## src/rtl/reg_writeback_arbiter_pkg.sv

```systemverilog
// Register-file geometry and the writeback entry shared by the execute, memory
// and writeback stages.
package reg_writeback_arbiter_pkg;
  localparam int DATA_WIDTH    = 32;
  localparam int SEL_WIDTH     = 4;
  localparam int NUM_REGISTERS = 1 << SEL_WIDTH;

  typedef struct packed {
    logic [SEL_WIDTH-1:0]  sel;
    logic [DATA_WIDTH-1:0] data;
  } wb_entry_t;
endpackage

```

## src/rtl/reg_writeback_arbiter_skid_fifo.sv

```systemverilog
// Small in-order buffer for ALU results that lose the write port to a load.
// A push and a pop may share an edge even when the buffer is full.
module wb_skid_fifo
  import reg_writeback_arbiter_pkg::*;
#(
  parameter int DEPTH = 2
) (
  input  logic                     clk,
  input  logic                     rst,
  input  logic                     push,
  input  wb_entry_t                push_entry,
  input  logic                     pop,
  output wb_entry_t                head,
  output logic                     full,
  output logic                     empty,
  output logic [NUM_REGISTERS-1:0] dest_mask
);
  localparam int AW = $clog2(DEPTH);

  logic [AW:0]   wr_ptr, rd_ptr, count;
  logic [AW-1:0] wr_idx, rd_idx;
  wb_entry_t     mem [DEPTH];

  assign wr_idx = wr_ptr[AW-1:0];
  assign rd_idx = rd_ptr[AW-1:0];
  assign count  = wr_ptr - rd_ptr;
  assign empty  = (wr_ptr == rd_ptr);
  assign full   = (wr_idx == rd_idx) && (wr_ptr[AW] != rd_ptr[AW]);
  assign head   = mem[rd_idx];

  // NOTE: state uses non-blocking assignments so every flop samples pre-edge values.
  always_ff @(posedge clk) begin
    if (rst) begin
      wr_ptr <= '0;
      rd_ptr <= '0;
    end else begin
      if (push && (!full || pop)) wr_ptr <= wr_ptr + 1'b1;
      if (pop && !empty)          rd_ptr <= rd_ptr + 1'b1;
    end
  end

  // NOTE: storage is not reset; the pointers alone decide which entries are valid.
  always_ff @(posedge clk) begin
    if (push && (!full || pop)) mem[wr_idx] <= push_entry;
  end

  // Destination bits of every occupied slot, for the hazard mask.
  // NOTE: every always_comb output gets a default first so no latch is inferred.
  always_comb begin
    dest_mask = '0;
    for (int i = 0; i < DEPTH; i++) begin
      logic [AW-1:0] offs;
      offs = AW'(i) - rd_idx;
      if ({1'b0, offs} < count) dest_mask[mem[i].sel] = 1'b1;
    end
  end
endmodule

```

## src/rtl/reg_writeback_arbiter.sv

```systemverilog
// Owns the register file write port: loads first, then buffered ALU results,
// then bypassed ALU results. Also tracks loads in flight for decode stalls.
module reg_writeback_arbiter
  import reg_writeback_arbiter_pkg::*;
#(
  parameter int FIFO_DEPTH = 2
) (
  input  logic                     clk,
  input  logic                     rst,
  input  logic                     in_alu_valid,
  output logic                     in_alu_ready,
  input  logic [SEL_WIDTH-1:0]     in_alu_sel,
  input  logic [DATA_WIDTH-1:0]    in_alu_data,
  input  logic                     in_claim_en,
  input  logic [SEL_WIDTH-1:0]     in_claim_sel,
  input  logic                     in_load_valid,
  input  logic [SEL_WIDTH-1:0]     in_load_sel,
  input  logic [DATA_WIDTH-1:0]    in_load_data,
  output logic                     out_write_en,
  output logic [SEL_WIDTH-1:0]     out_write_sel,
  output logic [DATA_WIDTH-1:0]    out_write_data,
  output logic [NUM_REGISTERS-1:0] out_busy,
  output logic                     out_err_unclaimed
);
  logic                     fifo_full, fifo_empty, fifo_push, fifo_pop;
  logic                     sel_fifo, sel_bypass, any_sel;
  logic [NUM_REGISTERS-1:0] fifo_mask, scoreboard, sb_next, wr_mask;
  wb_entry_t                fifo_head, alu_entry, next_entry;

  assign alu_entry = '{sel: in_alu_sel, data: in_alu_data};

  wb_skid_fifo #(.DEPTH(FIFO_DEPTH)) u_fifo (
    .clk        (clk),
    .rst        (rst),
    .push       (fifo_push),
    .push_entry (alu_entry),
    .pop        (fifo_pop),
    .head       (fifo_head),
    .full       (fifo_full),
    .empty      (fifo_empty),
    .dest_mask  (fifo_mask)
  );

  // Loads cannot stall, so they always win; buffered ALU results keep ALU order.
  assign sel_fifo     = !in_load_valid && !fifo_empty;
  assign sel_bypass   = !in_load_valid && fifo_empty && in_alu_valid;
  assign any_sel      = in_load_valid || sel_fifo || sel_bypass;
  assign fifo_pop     = sel_fifo;
  assign in_alu_ready = !fifo_full || fifo_pop;
  assign fifo_push    = in_alu_valid && in_alu_ready && !sel_bypass;

  always_comb begin
    next_entry = alu_entry;
    if (in_load_valid) next_entry = '{sel: in_load_sel, data: in_load_data};
    else if (sel_fifo) next_entry = fifo_head;
  end

  // A claim arriving with a same-register writeback is a newer load, so set wins.
  always_comb begin
    sb_next = scoreboard;
    if (in_load_valid)                        sb_next[in_load_sel]  = 1'b0;
    if (in_claim_en && in_claim_sel != '0)    sb_next[in_claim_sel] = 1'b1;
    sb_next[0] = 1'b0;
  end

  always_ff @(posedge clk) begin
    if (rst) begin
      out_write_en      <= 1'b0;
      out_write_sel     <= '0;
      out_write_data    <= '0;
      scoreboard        <= '0;
      out_err_unclaimed <= 1'b0;
    end else begin
      out_write_en <= any_sel && (next_entry.sel != '0);
      if (any_sel) begin
        out_write_sel  <= next_entry.sel;
        out_write_data <= next_entry.data;
      end
      scoreboard <= sb_next;
      if (in_load_valid && in_load_sel != '0 && !scoreboard[in_load_sel])
        out_err_unclaimed <= 1'b1;
    end
  end

  always_comb begin
    wr_mask = '0;
    if (out_write_en) wr_mask[out_write_sel] = 1'b1;
  end

  assign out_busy = (scoreboard | fifo_mask | wr_mask) & {{(NUM_REGISTERS-1){1'b1}}, 1'b0};
endmodule

```

## config.mk

```make
export PLATFORM = sky130hd
export DESIGN_NAME = reg_writeback_arbiter
export DESIGN_NICKNAME = d
export VERILOG_FILES = /design/src/rtl/reg_writeback_arbiter_pkg.sv /design/src/rtl/reg_writeback_arbiter_skid_fifo.sv /design/src/rtl/reg_writeback_arbiter.sv
export SDC_FILE = /design/constraint.sdc
export NUM_CORES = 1
export LEC_CHECK = 0
export BUFFER_PORTS_ARGS = -buffer_cell sky130_fd_sc_hd__buf_2
export CAP_MARGIN = 20
export CORE_MARGIN = 8
export CORE_UTILIZATION = 50
export DETAILED_ROUTE_END_ITERATION = 6
export PLACE_DENSITY = 0.83
export SYNTH_ARGS = -nofsm -noshare
export SYNTH_HDL_FRONTEND = slang
export SYNTH_HIERARCHICAL = 1
export SYNTH_SLANG_ARGS = --single-unit
```

## constraint.sdc

```tcl
create_clock -name clk -period 5.2 [get_ports clk]
set_clock_uncertainty 0.2 [all_clocks]
set_input_delay 0.26 -clock clk [delete_from_list [all_inputs] [get_ports clk]]
set_output_delay 0.26 -clock clk [all_outputs]
set_load 0.005 [all_outputs]
```

# Yosys cells after proc, flatten, opt, wreduce, memory -nomap -nowiden
# Memories as Yosys holds them, arrays and structs flattened. A register that Yosys moved wholly into a read port is not among the register bits.
# Cells that the tools add are included.
# classes
eq_ne	3
bitwise	6
muxes	23
shifts	0
order_cmp	12
n_mul	0
n_div	0
n_reduce_logical	28
n_addsub	5
# op_table
cell	count
$mux 16	5
$mux 36	2
$or 16x16->16	4
$lt 4x5->1 const B	5
$demux 1 s4	5
$ge 4x1->1 const B	5
$logic_and 1x1->1	17
$and 16x16->16	1
$not 16->16	1
$reduce_bool 4->1	3
$mux 1	10
$logic_not 1->1	5
$add 2x1->2 const B	2
$bmux 1 s4	1
$lt 1x2->1	2
$logic_or 1x1->1	3
$eq 2x2->1	1
$sub 1x1->1 const A	2
$sub 2x2->2	1
$eq 1x1->1	1
$ne 1x1->1	1
# totals
mem_count	1
in_bits	81
out_inout_bits	55
reg_bits	58
latch_bits	0
ram_bits	72
rom_bits	0
# memory_table
name	depth	word_bits	rd	rd_clocked_by_memory_dff	wr	line	rtl
u_fifo.mem	2	36	3	1	1	reg_writeback_arbiter_skid_fifo.sv:22	wb_entry_t mem [DEPTH];

# Depth between registers and ports, before layout
# An unclocked memory read counts as a cell.
# depth
depth_word	10
ltp_mapped	10

# Hierarchy
# The synthesis kept the hierarchy.
# by_module_without_submodules
module	seq_area_each_um2	cells_per_inst	area_per_inst_um2	instances
wb_skid_fifo	2262.2	185	3146.8	1
reg_writeback_arbiter	1061.0	419	3026.7	1

# Least setup slack after synthesis
# OpenSTA, ideal clock, no wires.
# synth_timing
path_kind	reg2reg
from	register u_fifo.wr_ptr[0]
to	memory u_fifo/mem[0][0] (netlist bit), enable pin
required_time_ns	4.603
stages_incl_launch_ff	9
path_buffers	3
setup_time_ns	0.397
path_slack_ns	1.927
arrival_time_ns	2.675
cell_sequence	dfxtp_1 -> inv_1 -> ha_1 -> and2_1 -> buf_4 -> buf_4 -> buf_2 -> nor2_1 -> o311a_1
# synth_between
elab_chain_cells	9
# synth_lines
item	line	rtl
start: declaration	reg_writeback_arbiter_skid_fifo.sv:20	logic [AW:0] wr_ptr, rd_ptr, count;
start signal: assignment	reg_writeback_arbiter_skid_fifo.sv:37	if (push && (!full || pop)) wr_ptr <= wr_ptr + 1'b1;
$eq 2x2->1 (*)	reg_writeback_arbiter_skid_fifo.sv:27	assign empty = (wr_ptr == rd_ptr);
named net fifo_empty	reg_writeback_arbiter.sv:25	logic fifo_full, fifo_empty, fifo_push, fifo_pop;
$logic_not 1->1 (*)	reg_writeback_arbiter.sv:45	assign sel_fifo = !in_load_valid && !fifo_empty;
$logic_and 1x1->1 (*)	reg_writeback_arbiter.sv:45	
named net fifo_pop	reg_writeback_arbiter.sv:25	
$logic_or 1x1->1 (*)	reg_writeback_arbiter_skid_fifo.sv:44, reg_writeback_arbiter.sv:49	
$logic_and 1x1->1 (2 in a row)	reg_writeback_arbiter.sv:50	assign fifo_push = in_alu_valid && in_alu_ready && !sel_bypass;
$logic_and 1x1->1 (*)	reg_writeback_arbiter_skid_fifo.sv:44	if (push && (!full || pop)) mem[wr_idx] <= push_entry;
$mux 1 (*)	reg_writeback_arbiter_skid_fifo.sv:44	
$mux 1 (implied by the code) (*)	reg_writeback_arbiter_skid_fifo.sv:44	
end: declaration	reg_writeback_arbiter_skid_fifo.sv:22	
# The timed path passes the listed nets; every way through them passes the cells marked *.

# Worst setup path in the final report
# layout_timing
from	register u_fifo.wr_ptr[0]
to	memory u_fifo/mem[0][34] (netlist bit), enable pin
# layout_between
elab_chain_cells	9
# layout_lines
item	line	rtl
$eq 2x2->1 (*)	reg_writeback_arbiter_skid_fifo.sv:27	
named net fifo_empty	reg_writeback_arbiter.sv:25	
$logic_not 1->1	reg_writeback_arbiter.sv:45	
$logic_and 1x1->1	reg_writeback_arbiter.sv:45	
$logic_or 1x1->1	reg_writeback_arbiter.sv:49	assign in_alu_ready = !fifo_full || fifo_pop;
$logic_and 1x1->1	reg_writeback_arbiter.sv:50	
$logic_and 1x1->1 (*)	reg_writeback_arbiter.sv:50	
named net fifo_push	reg_writeback_arbiter.sv:25	
$logic_and 1x1->1 (*)	reg_writeback_arbiter_skid_fifo.sv:44	
$mux 1 (*)	reg_writeback_arbiter_skid_fifo.sv:44	
$mux 1 (implied by the code) (*)	reg_writeback_arbiter_skid_fifo.sv:44	
# Marked as above.

==> results.txt <==
Status -> completed
Core area -> 12010 um2
Int Power -> 2369 uW
Final setup margin -> 1.560 ns
Combinational share of power -> 23.8%
Startpoint types -> flop
Sequential Power Share -> 39.5%
F_max -> 274.8 MHz
Worst-Margin Slew -> 0.9646 ns
Design area -> 8220 um2
Path depth of the worst reg2reg path -> 7
WP depth -> 7
Syn nets -> 687
DIE AREA -> 16140 um2
Crit share post-route -> 69.99%
Layout cells sized above 1 -> 27.56%
Setup WS pre-CTS -> 1.791 ns
Slew headroom -> 35.69%
DRC errors left -> 0
Worst-path fanout max -> 39
P_sw -> 1001 uW
Initial drt markers -> 634
Clock tree buffer depth -> 2
Synth warn -> 6
Clk pwr share -> 36.6%
Final ANT Viol Nets -> 0
Largest stage delay, worst path -> 0.92 ns
Cells after Synth -> 603
Root Buffer -> clkbuf_16
Min Clock Period, post-route -> 3.640 ns
Final HPWL from detailed placement -> 11250 um
Tightest Hold Check Type -> in -> reg
Vias -> 5670
Kind of critical path -> reg -> reg
# port buffers -> 134
Final slew viol count -> 0
Worst setup EP type -> flop
Final Instance Count excl. Fillers -> 956
Pwr dens -> 410.0 nW/um2
RR Startpoint -> u_fifo/wr_ptr[0]$_SDFFE_PP0N_
Reg clk slew, reported paths -> 0.06 ns
Final Setup Violations -> 0
Switching fraction of total power -> 29.71%
Largest net degree at the start of global routing -> 44
Beginning of the critical path -> u_fifo/wr_ptr[0]$_SDFFE_PP0N_
Die height -> 127.1 um
Row Count -> 40
Resized Gates After CTS -> 0
Layout area overhead -> 33.29%
Hold Crit Start -> in_load_sel[2]
Final #Nets -> 880
Syn_area_per_cell -> 10.23 um2
Slowest CP cell -> o311a_2
Layout fillers -> 847
Total track usage -> 22.49%
Routed length per instance -> 19.19 um
Num ports -> 136
CP cell instances -> inv_1, ha_1, and2_2, inv_2, o21ai_0, a21oi_1, o311a_2
Hold Vio Cnt, Final -> 0
First-pass GRT wire length -> 28900 um
CTS tree -> yes
N_diodes -> 0
Worst VDD drop -> 0.3072 mV
Max_cap viols -> 0
Num CTS Buffers -> 17
Placed insts -> 850
DR vias/cell -> 5.931
Unrepaired setup endpoints after global routing -> false
Total Wirelength -> 18350 um
Setup TNS -> 0 ns
Clock Sinks -> 130
Top delay family on crit path -> compound AO/OA/AOI/OAI gates
Grt total ovfl -> 0
Static leakage -> 0.003324 uW
Clk Latency, worst-skew pair -> 0.40 ns
Post-Synthesis Cell Area -> 6167 um2
Vias in the first global route -> 5780
Post-CTS Setup Bufs -> 0
Hold depth -> 3
GPL Wtd Cong -> 0.9062
Crit path arrival time -> 3.46 ns
Worst Path Buf+Inv -> 2
Starting density of the core -> 51.34%
H-tree depth -> 4
Area after DPL -> 6845 um2
First-pass DRT Iterations -> 5
CP required -> 5.02 ns
Initial antenna violation count -> 0
Post-cts hold buffer count -> 72
Die width -> 127.1 um
[sequential cells by signal, indices dropped and copies added, names as in the netlist, named ones only]
name and cells:
u_fifo/rd_ptr 2, u_fifo/mem 72, out_err_unclaimed 1, scoreboard 15, out_write_data 32, out_write_sel 4
out_write_en 1, u_fifo/wr_ptr 2
[metrics by stage]
stage               util (%)  hold WS (ns)  total power (uW)
CTS                    68.13       0.02089              3350
floorplan                  -        0.1589              1858
global route           68.44       0.06122              3505
global placement       56.99        0.2471              2036
finish                 68.44       0.05596              3371
detailed placement     56.99        0.2615              2073
[routing by layer]
metal	track usage (%)	routed length [um]	vias up
met2	39.05	9149	325
met3	6.864	1550	58
met5	0	0	-
met1	24.52	7039	2687
li1	-	-	2600
met4	11.13	609	0
[power by group through the flow]
| stage | Combinational (uW) | Sequential (uW) | Clock, uW |
|---|---|---|---|
| CTS | 780 | 1330 | 1240 |
| floorplan | 540 | 1320 | 0 |
| finish | 804 | 1330 | 1230 |
| global route | 873 | 1350 | 1290 |
| global placement | 702 | 1330 | 0 |
| detailed placement | 729 | 1340 | 0 |
[cells in the final DEF (no fill, tap or decap), types with 26 or more instances in the layout]
| cell | count |
|---|---|
| dlygate4sd3_1 | 73 |
| a21oi_1 | 51 |
| dfxtp_1 | 57 |
| o21ai_0 | 33 |
| edfxtp_1 | 72 |
| o21ai_1 | 26 |
| buf_2 | 134 |
| nand2_1 | 30 |
| inv_1 | 38 |
| mux2_2 | 39 |
| nor2_1 | 85 |
| a311oi_1 | 31 |
[worst reg2reg max path: cells and delay by family, from the launching register on]
family | cells | cell delay [ns]
adder cells (fa/ha/maj) | 1 | 0.38
buffers and inverters | 2 | 0.28
AO/OA/AOI/OAI | 3 | 1.47
flip-flops | 1 | 0.45
AND/OR/NAND/NOR | 1 | 0.45
[worst paths after layout]
kind                               endpoint  slack (ns)
max             u_fifo/mem[0][34]$_DFFE_PP_        1.56
min          out_err_unclaimed$_SDFFE_PP0P_        0.06
min reg2reg  out_err_unclaimed$_SDFFE_PP0P_        0.27
max reg2reg     u_fifo/mem[0][34]$_DFFE_PP_        1.56
[area by class of cell]
| cell class | count | area, um2 | share of cell area [%] |
|---|---|---|---|
| tap | 147 | 183.9 | 2.237 |
| inverter | 40 | 150.1 | 1.826 |
| clock buffer | 17 | 425.4 | 5.175 |
| clock inverter | 15 | 191.4 | 2.329 |
| sequential | 130 | 3324 | 40.44 |
| multi-input combinational | 396 | 2494 | 30.33 |
| timing repair buffer | 211 | 1451 | 17.66 |
(Power assumes the default switching activity.)
